**src/rtl/ti_reg_ctrl_if.sv**
```systemverilog
// CPU write port and decoded configuration outputs of the PSG register controller.
// The CPU side drives wr_valid/wr_data; the controller drives everything else.
interface ti_reg_ctrl_if;
  logic       wr_valid;
  logic [7:0] wr_data;
  logic       wr_ready;
  logic [9:0] tone0;
  logic [9:0] tone1;
  logic [9:0] tone2;
  logic [2:0] noise_ctrl;
  logic       noise_rst;
  logic [3:0] vol0;
  logic [3:0] vol1;
  logic [3:0] vol2;
  logic [3:0] vol3;

  modport master (
    output wr_valid, wr_data,
    input  wr_ready, tone0, tone1, tone2, noise_ctrl, noise_rst,
           vol0, vol1, vol2, vol3
  );

  modport slave (
    input  wr_valid, wr_data,
    output wr_ready, tone0, tone1, tone2, noise_ctrl, noise_rst,
           vol0, vol1, vol2, vol3
  );
endinterface

```
**src/rtl/ti_reg_ctrl.sv**
```systemverilog
// Register-write controller for an SN76489-style PSG.
// Decodes latch/data bytes into tone, noise and volume registers and stalls
// the CPU for WAIT_CYCLES cycles after every accepted byte.
module ti_reg_ctrl #(
  parameter int WAIT_CYCLES = 32,
  localparam int BUSY_W = $clog2(WAIT_CYCLES + 1)
) (
  input logic           CLK,
  input logic           nRST,
  ti_reg_ctrl_if.slave  bus
);

  // A zero-length busy window still needs a legal one-bit counter.
  localparam int CNT_W = (BUSY_W < 1) ? 1 : BUSY_W;
  localparam logic [CNT_W-1:0] WAIT_CNT = CNT_W'(WAIT_CYCLES);
  localparam logic [CNT_W-1:0] LAST_CNT = CNT_W'(1);

  typedef enum logic {IDLE, BUSY} state_t;

  state_t           state_q, state_d;
  logic [CNT_W-1:0] cnt_q, cnt_d;
  logic [1:0]       latchCh_q, latchCh_d;
  logic             latchType_q, latchType_d;
  logic [9:0]       tone_q [0:2];
  logic [9:0]       tone_d [0:2];
  logic [3:0]       vol_q [0:3];
  logic [3:0]       vol_d [0:3];
  logic [2:0]       noiseCtrl_q, noiseCtrl_d;
  logic             noiseRst_q, noiseRst_d;

  logic       accept;
  logic       isLatch;
  logic [1:0] tgtCh;
  logic       tgtType;

  assign accept  = bus.wr_valid && (state_q == IDLE);
  assign isLatch = bus.wr_data[7];
  assign tgtCh   = isLatch ? bus.wr_data[6:5] : latchCh_q;
  assign tgtType = isLatch ? bus.wr_data[4]   : latchType_q;

  // Busy-window FSM: one accepted byte, then WAIT_CYCLES cycles of stall.
  always_comb begin
    state_d = state_q;
    cnt_d   = cnt_q;
    case (state_q)
      IDLE: begin
        if (accept && (WAIT_CYCLES != 0)) begin
          state_d = BUSY;
          cnt_d   = WAIT_CNT;
        end
      end
      BUSY: begin
        cnt_d = cnt_q - LAST_CNT;
        if (cnt_q == LAST_CNT) begin
          state_d = IDLE;
        end
      end
      default: state_d = IDLE;
    endcase
  end

  // Byte decode: latch bytes retarget and write low bits, data bytes reuse the latch.
  always_comb begin
    latchCh_d   = latchCh_q;
    latchType_d = latchType_q;
    tone_d      = tone_q;
    vol_d       = vol_q;
    noiseCtrl_d = noiseCtrl_q;
    noiseRst_d  = 1'b0;
    if (accept) begin
      if (isLatch) begin
        latchCh_d   = bus.wr_data[6:5];
        latchType_d = bus.wr_data[4];
      end
      if (tgtType) begin
        vol_d[tgtCh] = bus.wr_data[3:0];
      end else if (tgtCh == 2'd3) begin
        noiseCtrl_d = bus.wr_data[2:0];
        noiseRst_d  = 1'b1;
      end else begin
        for (int i = 0; i < 3; i++) begin
          if (tgtCh == 2'(i)) begin
            tone_d[i] = isLatch ? {tone_q[i][9:4], bus.wr_data[3:0]}
                                : {bus.wr_data[5:0], tone_q[i][3:0]};
          end
        end
      end
    end
  end

  // State and configuration registers; reset leaves the chip silent and idle.
  always_ff @(posedge CLK) begin
    if (!nRST) begin
      state_q     <= IDLE;
      cnt_q       <= '0;
      latchCh_q   <= 2'd0;
      latchType_q <= 1'b0;
      noiseCtrl_q <= 3'd0;
      noiseRst_q  <= 1'b0;
      for (int i = 0; i < 3; i++) tone_q[i] <= 10'd0;
      for (int i = 0; i < 4; i++) vol_q[i] <= 4'hF;
    end else begin
      state_q     <= state_d;
      cnt_q       <= cnt_d;
      latchCh_q   <= latchCh_d;
      latchType_q <= latchType_d;
      noiseCtrl_q <= noiseCtrl_d;
      noiseRst_q  <= noiseRst_d;
      for (int i = 0; i < 3; i++) tone_q[i] <= tone_d[i];
      for (int i = 0; i < 4; i++) vol_q[i] <= vol_d[i];
    end
  end

  assign bus.wr_ready   = (state_q == IDLE);
  assign bus.tone0      = tone_q[0];
  assign bus.tone1      = tone_q[1];
  assign bus.tone2      = tone_q[2];
  assign bus.noise_ctrl = noiseCtrl_q;
  assign bus.noise_rst  = noiseRst_q;
  assign bus.vol0       = vol_q[0];
  assign bus.vol1       = vol_q[1];
  assign bus.vol2       = vol_q[2];
  assign bus.vol3       = vol_q[3];

endmodule

```
**src/flat_wrapper.sv**
```systemverilog
// flat-port wrapper written by rule: the top's interface ports become plain ports
module ti_reg_ctrl_flat 
#(
  parameter int WAIT_CYCLES = 32,
  localparam int BUSY_W = $clog2(WAIT_CYCLES + 1)
)
  (CLK, nRST, bus_wr_valid, bus_wr_data, bus_wr_ready, bus_tone0, bus_tone1, bus_tone2, bus_noise_ctrl, bus_noise_rst, bus_vol0, bus_vol1, bus_vol2, bus_vol3);
  ti_reg_ctrl_if bus_i ();
  input logic CLK;
  input logic nRST;
  input wire logic [$bits(bus_i.wr_valid)-1:0] bus_wr_valid;
  input wire logic [$bits(bus_i.wr_data)-1:0] bus_wr_data;
  output wire logic [$bits(bus_i.wr_ready)-1:0] bus_wr_ready;
  output wire logic [$bits(bus_i.tone0)-1:0] bus_tone0;
  output wire logic [$bits(bus_i.tone1)-1:0] bus_tone1;
  output wire logic [$bits(bus_i.tone2)-1:0] bus_tone2;
  output wire logic [$bits(bus_i.noise_ctrl)-1:0] bus_noise_ctrl;
  output wire logic [$bits(bus_i.noise_rst)-1:0] bus_noise_rst;
  output wire logic [$bits(bus_i.vol0)-1:0] bus_vol0;
  output wire logic [$bits(bus_i.vol1)-1:0] bus_vol1;
  output wire logic [$bits(bus_i.vol2)-1:0] bus_vol2;
  output wire logic [$bits(bus_i.vol3)-1:0] bus_vol3;
  assign bus_i.wr_valid = bus_wr_valid;
  assign bus_i.wr_data = bus_wr_data;
  assign bus_wr_ready = bus_i.wr_ready;
  assign bus_tone0 = bus_i.tone0;
  assign bus_tone1 = bus_i.tone1;
  assign bus_tone2 = bus_i.tone2;
  assign bus_noise_ctrl = bus_i.noise_ctrl;
  assign bus_noise_rst = bus_i.noise_rst;
  assign bus_vol0 = bus_i.vol0;
  assign bus_vol1 = bus_i.vol1;
  assign bus_vol2 = bus_i.vol2;
  assign bus_vol3 = bus_i.vol3;
  ti_reg_ctrl #(.WAIT_CYCLES(WAIT_CYCLES)) u_core (.CLK(CLK), .nRST(nRST), .bus(bus_i));
endmodule
```
**config.mk**
```make
export PLATFORM = sky130hd
export DESIGN_NAME = ti_reg_ctrl_flat
export DESIGN_NICKNAME = d
export VERILOG_FILES = /design/src/rtl/ti_reg_ctrl_if.sv /design/src/rtl/ti_reg_ctrl.sv /design/src/flat_wrapper.sv
export SDC_FILE = /design/constraint.sdc
export NUM_CORES = 1
export LEC_CHECK = 0
export CELL_PAD_IN_SITES_DETAIL_PLACEMENT = 0
export CELL_PAD_IN_SITES_GLOBAL_PLACEMENT = 1
export CORE_UTILIZATION = 40
export CTS_BUF_LIST = sky130_fd_sc_hd__clkbuf_8
export DETAILED_ROUTE_END_ITERATION = 10
export GPL_TIMING_DRIVEN = 0
export PLACE_DENSITY = 0.9
export SLEW_MARGIN = 20
export SYNTH_ARGS = -nofsm -noshare
export SYNTH_HDL_FRONTEND = slang
export SYNTH_SLANG_ARGS = --single-unit
```
**constraint.sdc**
```tcl
create_clock -name CLK -period 2.75 [get_ports CLK]
set_input_delay 0.55 -clock CLK [delete_from_list [all_inputs] [get_ports CLK]]
set_output_delay 0.55 -clock CLK [all_outputs]
set_load 0.02 [all_outputs]
```
==> results.sh <==
export IMPL_grt_overflow_total=0
export IMPL_via_count=2014
export IMPL_synth_top_cell_area_share_pct=46.2
export IMPL_worst_ep_required_time_ns=2.20
export IMPL_antenna_found_initial=0
export IMPL_tns_ns=0
export IMPL_hold_path_class="reg2reg"
export IMPL_drc_errors=0
export IMPL_met1_usage_pct=24.7
export IMPL_setup_violations=0
export IMPL_grt_max_degree=12
export IMPL_grt_use_total_pct=19.3
export IMPL_clockBufferDepth=2
export IMPL_fin_skew_ns=0.0112
export IMPL_drive_above_1_share_pct=10.2
export IMPL_clock_sinks=60
export IMPL_worstMarginPinSlew_ns=0.714
export IMPL_finalHoldViolations=0
export IMPL_insertedDiodeCount=0
export IMPL_synthCells=248
export IMPL_syn_avg_cell_area_um2=10.5
export IMPL_grt_first_pass_wirelength_um=9570
export IMPL_first_pass_iters=4
export IMPL_yosysUniqueCellTypes=40
export IMPL_power_leakage_nw=1.37
export IMPL_outcome="finished clean"
export IMPL_cts_hold_buf=0
export IMPL_cts_tree="yes"
export IMPL_drt_iter0_drc=102
export IMPL_numCtsBuffers=9
export IMPL_synth_top_cell_by_area="dfxtp_1"
export IMPL_ys_ff_latch=60
export IMPL_place_area_um2=3280
export IMPL_fp_dieArea_um2=6820
export IMPL_post_cts_buffers=0
export IMPL_crit_path_end_kind="output pin"
export IMPL_htreeDepth=3
export IMPL_stdcell_count=398
export IMPL_post_route_min_period_ns=2.26
export IMPL_synthTopCellsByArea="dfxtp_1 46%, mux2i_1 20%, nor2b_1 6.0%"
export IMPL_use_met3_pct=4.29
export IMPL_max_freq_mhz=442
export IMPL_cp_start_kind="flop"
export IMPL_rsz0062_at_grt="no"
export IMPL_worstSetupPathType="reg2out"
export IMPL_insertion_delay_ns=0.34
export IMPL_cts_resized=0
export IMPL_grt_util_met2_pct=29.6
export IMPL_slew_violations=0
export IMPL_yosys_warnings=0
export IMPL_fp_dieH_um=82.6
export IMPL_path_clk_slew_ns=0.07
export IMPL_powerDensity_nw_per_um2=519
export IMPL_dpl_hpwl_um=4330
export IMPL_final_nets=331
export IMPL_fin_util_pct=56.8
export IMPL_cts_root_buf="clkbuf_8"
export IMPL_peakVddDrop_uv=317
export IMPL_maxCapViolCount=0
export IMPL_chipWidth_um=82.6
export IMPL_synth_yosys_seq_area_share_pct=46.2
export IMPL_vias_per_cell=5.06
export IMPL_avgRoutedWirePerCell_um=15.2
export IMPL_start_util_pct=42.6
export IMPL_gp_congestion=0.801
export IMPL_grt_pass1_vias=1983
export IMPL_syn_nets=261
export IMPL_core_area_um2=6100
export IMPL_ant_nets=0
export IMPL_top_usage_layer="met2"
export IMPL_finalCritPeriodShare_pct=82.3
export IMPL_synth_area_um2=2600
export IMPL_slew_headroom_pct=52.2
export IMPL_final_cell_area_um2=3460
export IMPL_arrival_ns=1.71
export IMPL_routed_wl_um=6050
export IMPL_placedCellCount=382
export IMPL_area_growth_pct=33.2
export IMPL_port_buffers=59
export IMPL_crit_path_max_fanout=10
export IMPL_num_rows=28
export IMPL_top_level_ports=62
[synth_stat cells (all sizes together)]
library cell / instances
o21a: 1
nor2: 4
and2b: 1
and3: 1
dfxtp: 60
nand3b: 3
nor3: 2
and2: 1
a21boi: 2
o31a: 1
ha: 2
o211a: 1
a31oi: 1
mux2: 1
and3b: 2
xnor2: 1
nor4b: 4
nor2b: 25
o21ai: 5
mux2i: 53
a211oi: 2
clkbuf: 9
nand2: 39
o211ai: 3
nand2b: 1
nor3b: 4
nand4b: 3
buf: 5
a21oi: 2
a211o: 2
inv: 4
nand3: 3
[worst max-delay path: stages, from the launching register on]
cell             delay [ns]
dfxtp_1                0.39
clkbuf_1               0.33
inv_1                  0.10
clkdlybuf4s50_1        0.55
[area by class of cell]
type | count | area [um^2]
plain buffers | 14 | 70.1
inverters | 4 | 15.0
repair buffers | 59 | 591
fillers | 565 | 2640
multi-input cells | 170 | 1310
clock inverters | 6 | 40.0
clock buffers | 10 | 138
flip-flops and latches | 60 | 1200
well taps | 75 | 93.8
[registers in the layout, summed over array words and instances (netlist names), 2 cells and up]
| signal | count |
|---|---|
| u_core.cnt_q | 6 |
| u_core.bus.noise_ctrl | 3 |
| u_core.bus.vol1 | 4 |
| u_core.latchCh_q | 2 |
| u_core.bus.tone1 | 10 |
| u_core.bus.tone2 | 10 |
| u_core.bus.vol2 | 4 |
| u_core.bus.vol3 | 4 |
| u_core.bus.tone0 | 10 |
| u_core.bus.vol0 | 4 |
[metal layers]
metal	routed length [um]	vias to the layer above
li1	-	993
met1	2770	969
met2	2890	37
met3	246	15
met4	155	0
met5	0	-
[per-stage QoR]
| stage | setup WS, ns | total power, mW | hold slack [ns] |
|---|---|---|---|
| 2_1_floorplan | 1.15 | 1.05 | 0.447 |
| 3_3_place_gp | 0.437 | 1.11 | 0.445 |
| 3_5_place_dp | 0.383 | 1.11 | 0.448 |
| 4_1_cts | 0.481 | 1.81 | 0.459 |
| 5_1_grt | 0.395 | 1.87 | 0.478 |
| 6_report | 0.488 | 1.80 | 0.461 |
[cell usage in the layout, fill, tap and decap left out, types with 2 or more instances in the layout]
master and instances:
nor2_1 4, clkbuf_1 9, nand2_1 39, mux2i_1 53, nand3_1 2, o211ai_1 3
inv_1 4, clkinvlp_4 4, clkinv_2 2, a21boi_0 2, ha_1 2, o21ai_0 5
nand3b_1 3, a21oi_1 2, nor3b_2 3, a211o_1 2, buf_4 2, clkdlybuf4s50_1 59
clkbuf_8 10, dfxtp_1 60, buf_2 2, nor4b_4 3, and3b_1 2, nand4b_1 2
nor2b_1 25
[kinds of logic (layout without fill, tap and decap cells)]
group,after synthesis,in the layout,synth area share (%)
fa+ha+maj,2,2,0.963
mux,54,54,21.0
xor+xnor,1,1,0.337
compound gates,20,20,5.97
buf+inv,18,93,3.28
flops,60,60,46.2
simple gates,93,93,22.2
[path summary, 6_finish.rpt]
kind                       start             endpoint  slack (ns)  depth (start not counted)
max               u_core.state_q         bus_wr_ready        0.49                          3
min          u_core.bus.tone0[5]  u_core.bus.tone0[5]        0.46                          2
max reg2reg       u_core.state_q  u_core.bus.tone0[8]        1.10                          4
min reg2reg  u_core.bus.tone0[5]  u_core.bus.tone0[5]        0.46                          2
[power by group]
group | total, mW | switching (mW) | internal (mW)
clock network | 0.703 | 0.356 | 0.347
logic | 0.188 | 0.106 | 0.0823
registers | 0.904 | 0.0158 | 0.889
total | 1.80 | 0.477 | 1.32
Note: power is estimated with default switching activity, not from simulation.
==> variant: new RTL, same settings <==
`WAIT_CYCLES` is set to 32 in 2 places; all go to 16.
--- a/src/rtl/ti_reg_ctrl.sv
+++ b/src/rtl/ti_reg_ctrl.sv
@@ -4,3 +4,3 @@
 module ti_reg_ctrl #(
-  parameter int WAIT_CYCLES = 32,
+  parameter int WAIT_CYCLES = 16,
   localparam int BUSY_W = $clog2(WAIT_CYCLES + 1)
--- a/src/flat_wrapper.sv
+++ b/src/flat_wrapper.sv
@@ -3,3 +3,3 @@
 #(
-  parameter int WAIT_CYCLES = 32,
+  parameter int WAIT_CYCLES = 16,
   localparam int BUSY_W = $clog2(WAIT_CYCLES + 1)
Check against the original RTL: same outputs for any inputs over 10 cycles, from zero or initial values and one cycle with nRST low; that may be too few to reach the edited logic, so the function may still have changed.
==> variant against the original RTL <==
Power is 5.7% lower; area after synthesis is 4.2% lower; routed wire length down 6.8%; critical endpoint unchanged; sequential cell count is 1 lower; first-iteration DRC count is 50% lower; final area down 4.1%; via count decreased by 3.6%; count of clock-buffer cells in the layout is 1 lower; highest routed layer unchanged; worst setup slack improved by 16 ps.
==> variant: results (changes against the original RTL) <==
Outcome
  – Run status: finished, final reports clean

Drt
  – Total wire length after detailed routing: 5.64 mm (-6.8%)
  – Length of the first detailed-routing pass in iterations: 4 (unchanged)
  – Violation count after the first detailed-route iteration: 51 (-50%)
  – Drt via density: 5.01 (-1.1%)

Synth
  – Distinct cells, synth: 37 (-7.5%)
  – Number of nets in the synthesized netlist: 253 (-3.1%)
  – Fraction of synthesized area in multiplexers: 21.9% (+0.93 points)
  – Adder and majority cell fraction of the synthesized area: 1.01% (+0.043 points)
  – Share of the yosys chip area belonging to registers: 47.5% (+1.2 points)
  – Largest cells by area after synthesis: dfxtp_1 47%, mux2i_1 21%, nand2_1 5.9%
  – Compound-gate portion of the synthesized area: 5.28% (-0.69 points)
  – XOR/XNOR share of the synthesized area: 0% (-0.34 points)
  – Avg Inst Size Synth: 10.4 um^2 (-1.0%)
  – Top cells by instance count after synthesis: 59 x dfxtp_1, 53 x mux2i_1, 39 x nand2_1

Layout
  – Share of cells above drive strength 1: 10.2% (about the same)
  – Filler Cells Inserted: 540 (-4.4%)
  – Post-synthesis to final-layout area growth: 33.5%
  – Non-Filler Instances: 388 (-2.5%)
  – Ant diodes: 0 (unchanged)
  – NumNets Final: 323 (-2.4%)

Global routing
  – First-pass GRT wire length: 9.24 mm (-3.5%)
  – Via count of the first global-routing pass: 1905 (-3.9%)
  – Total GRT Usage: 19.0% (-0.34 points)
  – Maximum number of pins on one net before global-route repair: 11 (-1)

Timing
  – Normalized max-slew margin: 60.2% (+8.0 points)
  – Clock skew: 7.11 ps (-4.06 ps)

Pwr
  – Static Leak: 1.36 nW (-0.95%)
  – Worst IR Drop VDD: 0.257 mV (-19%)

Placed design
  – Area after DPL: 0.00317 mm^2 (-3.4%)
  – Routability-driven placement congestion ratio: 0.824 (+2.9%)
  – Total half-perimeter wirelength after legalization and detailed placement: 4.03 mm (-7.0%)
  – Cell total after placement: 374 (-2.1%)

Setup path
  – CP delay by family, top: buffers and inverters
  – Critical R2R Capture: u_core.bus.tone0[4]
  – FF-to-FF setup slack: 1220 ps (+120 ps)
  – Start of the worst register-to-register path: u_core.state_q

Clocking
  – Later-pin clock latency in the skew report: 330 ps
## variant: changes by cell type in the layout (fill, tap and decap cells not counted), moves of 2 or more
cell	delta
a311oi_1	+2
nor2b_1	-24
o21ai_0	-4
nor2_1	+21
nand3_1	-2
clkinv_2	+2
a21boi_0	-2
clkinvlp_4	-4
a21oi_1	+3
nand2b_1	+3
## variant: cell families (layout without fill, tap and decap cells)
logic type,count (synthesis),count (layout)
AO/OA/AOI/OAI,16,16
flip-flops,59,59
buffers and inverters,17,90
multiplexers,54,54
adder cells (fa/ha/maj),2,2
AND/OR/NAND/NOR,92,92
## variant: layout make-up
| class | instances | area share (%) |
|---|---|---|
| multi-input combinational | 164 | 36.8 |
| sequential | 59 | 35.6 |
| inverter | 4 | 0.452 |
| timing repair buffer | 59 | 17.8 |
| tap | 75 | 2.83 |
| buffer | 13 | 2.11 |
| clock buffer | 9 | 3.73 |
| clock inverter | 5 | 0.716 |
## variant: worst min-delay path by stage
stage | start | to | slack [ps] | cells after the start
after floorplan | u_core.cnt_q[3] | u_core.cnt_q[3] | 470 | 1
after global placement | u_core.bus.tone2[8] | u_core.bus.tone2[8] | 440 | 2
after detailed placement | u_core.bus.tone2[7] | u_core.bus.tone2[7] | 450 | 2
after CTS | u_core.bus.tone0[2] | u_core.bus.tone0[2] | 460 | 2
after global routing | u_core.bus.tone2[4] | u_core.bus.tone2[4] | 480 | 2
final | u_core.bus.tone0[2] | u_core.bus.tone0[2] | 460 | 2
## variant: through the flow
step | setup slack, ps | power (mW)
2_1_floorplan | 1150 | 1.02
3_3_place_gp | 508 | 1.08
3_5_place_dp | 483 | 1.09
4_1_cts | 488 | 1.70
5_1_grt | 379 | 1.76
6_report | 504 | 1.69
## variant: routing by layer
metal  global-route usage (%)  share of wire, %  up-vias
li1                         -                 -      962
met5                        0                 0        -
met4                     8.39               1.4        0
met1                     24.3                47      918
met3                     7.19               7.4        9
met2                     28.2                45       53
## variant: worst reg2reg max path, stage by stage (launching register included)
cell      delay, ps
dfxtp_1         360
nand2b_1        170
buf_6           150
nor4b_4         520
mux2i_1         250
## variant: where the power goes
group	leakage, nW	internal (mW)	switching (mW)
clock network	0.0857	0.306	0.318
registers	0.478	0.874	0.0150
logic	0.798	0.0767	0.103
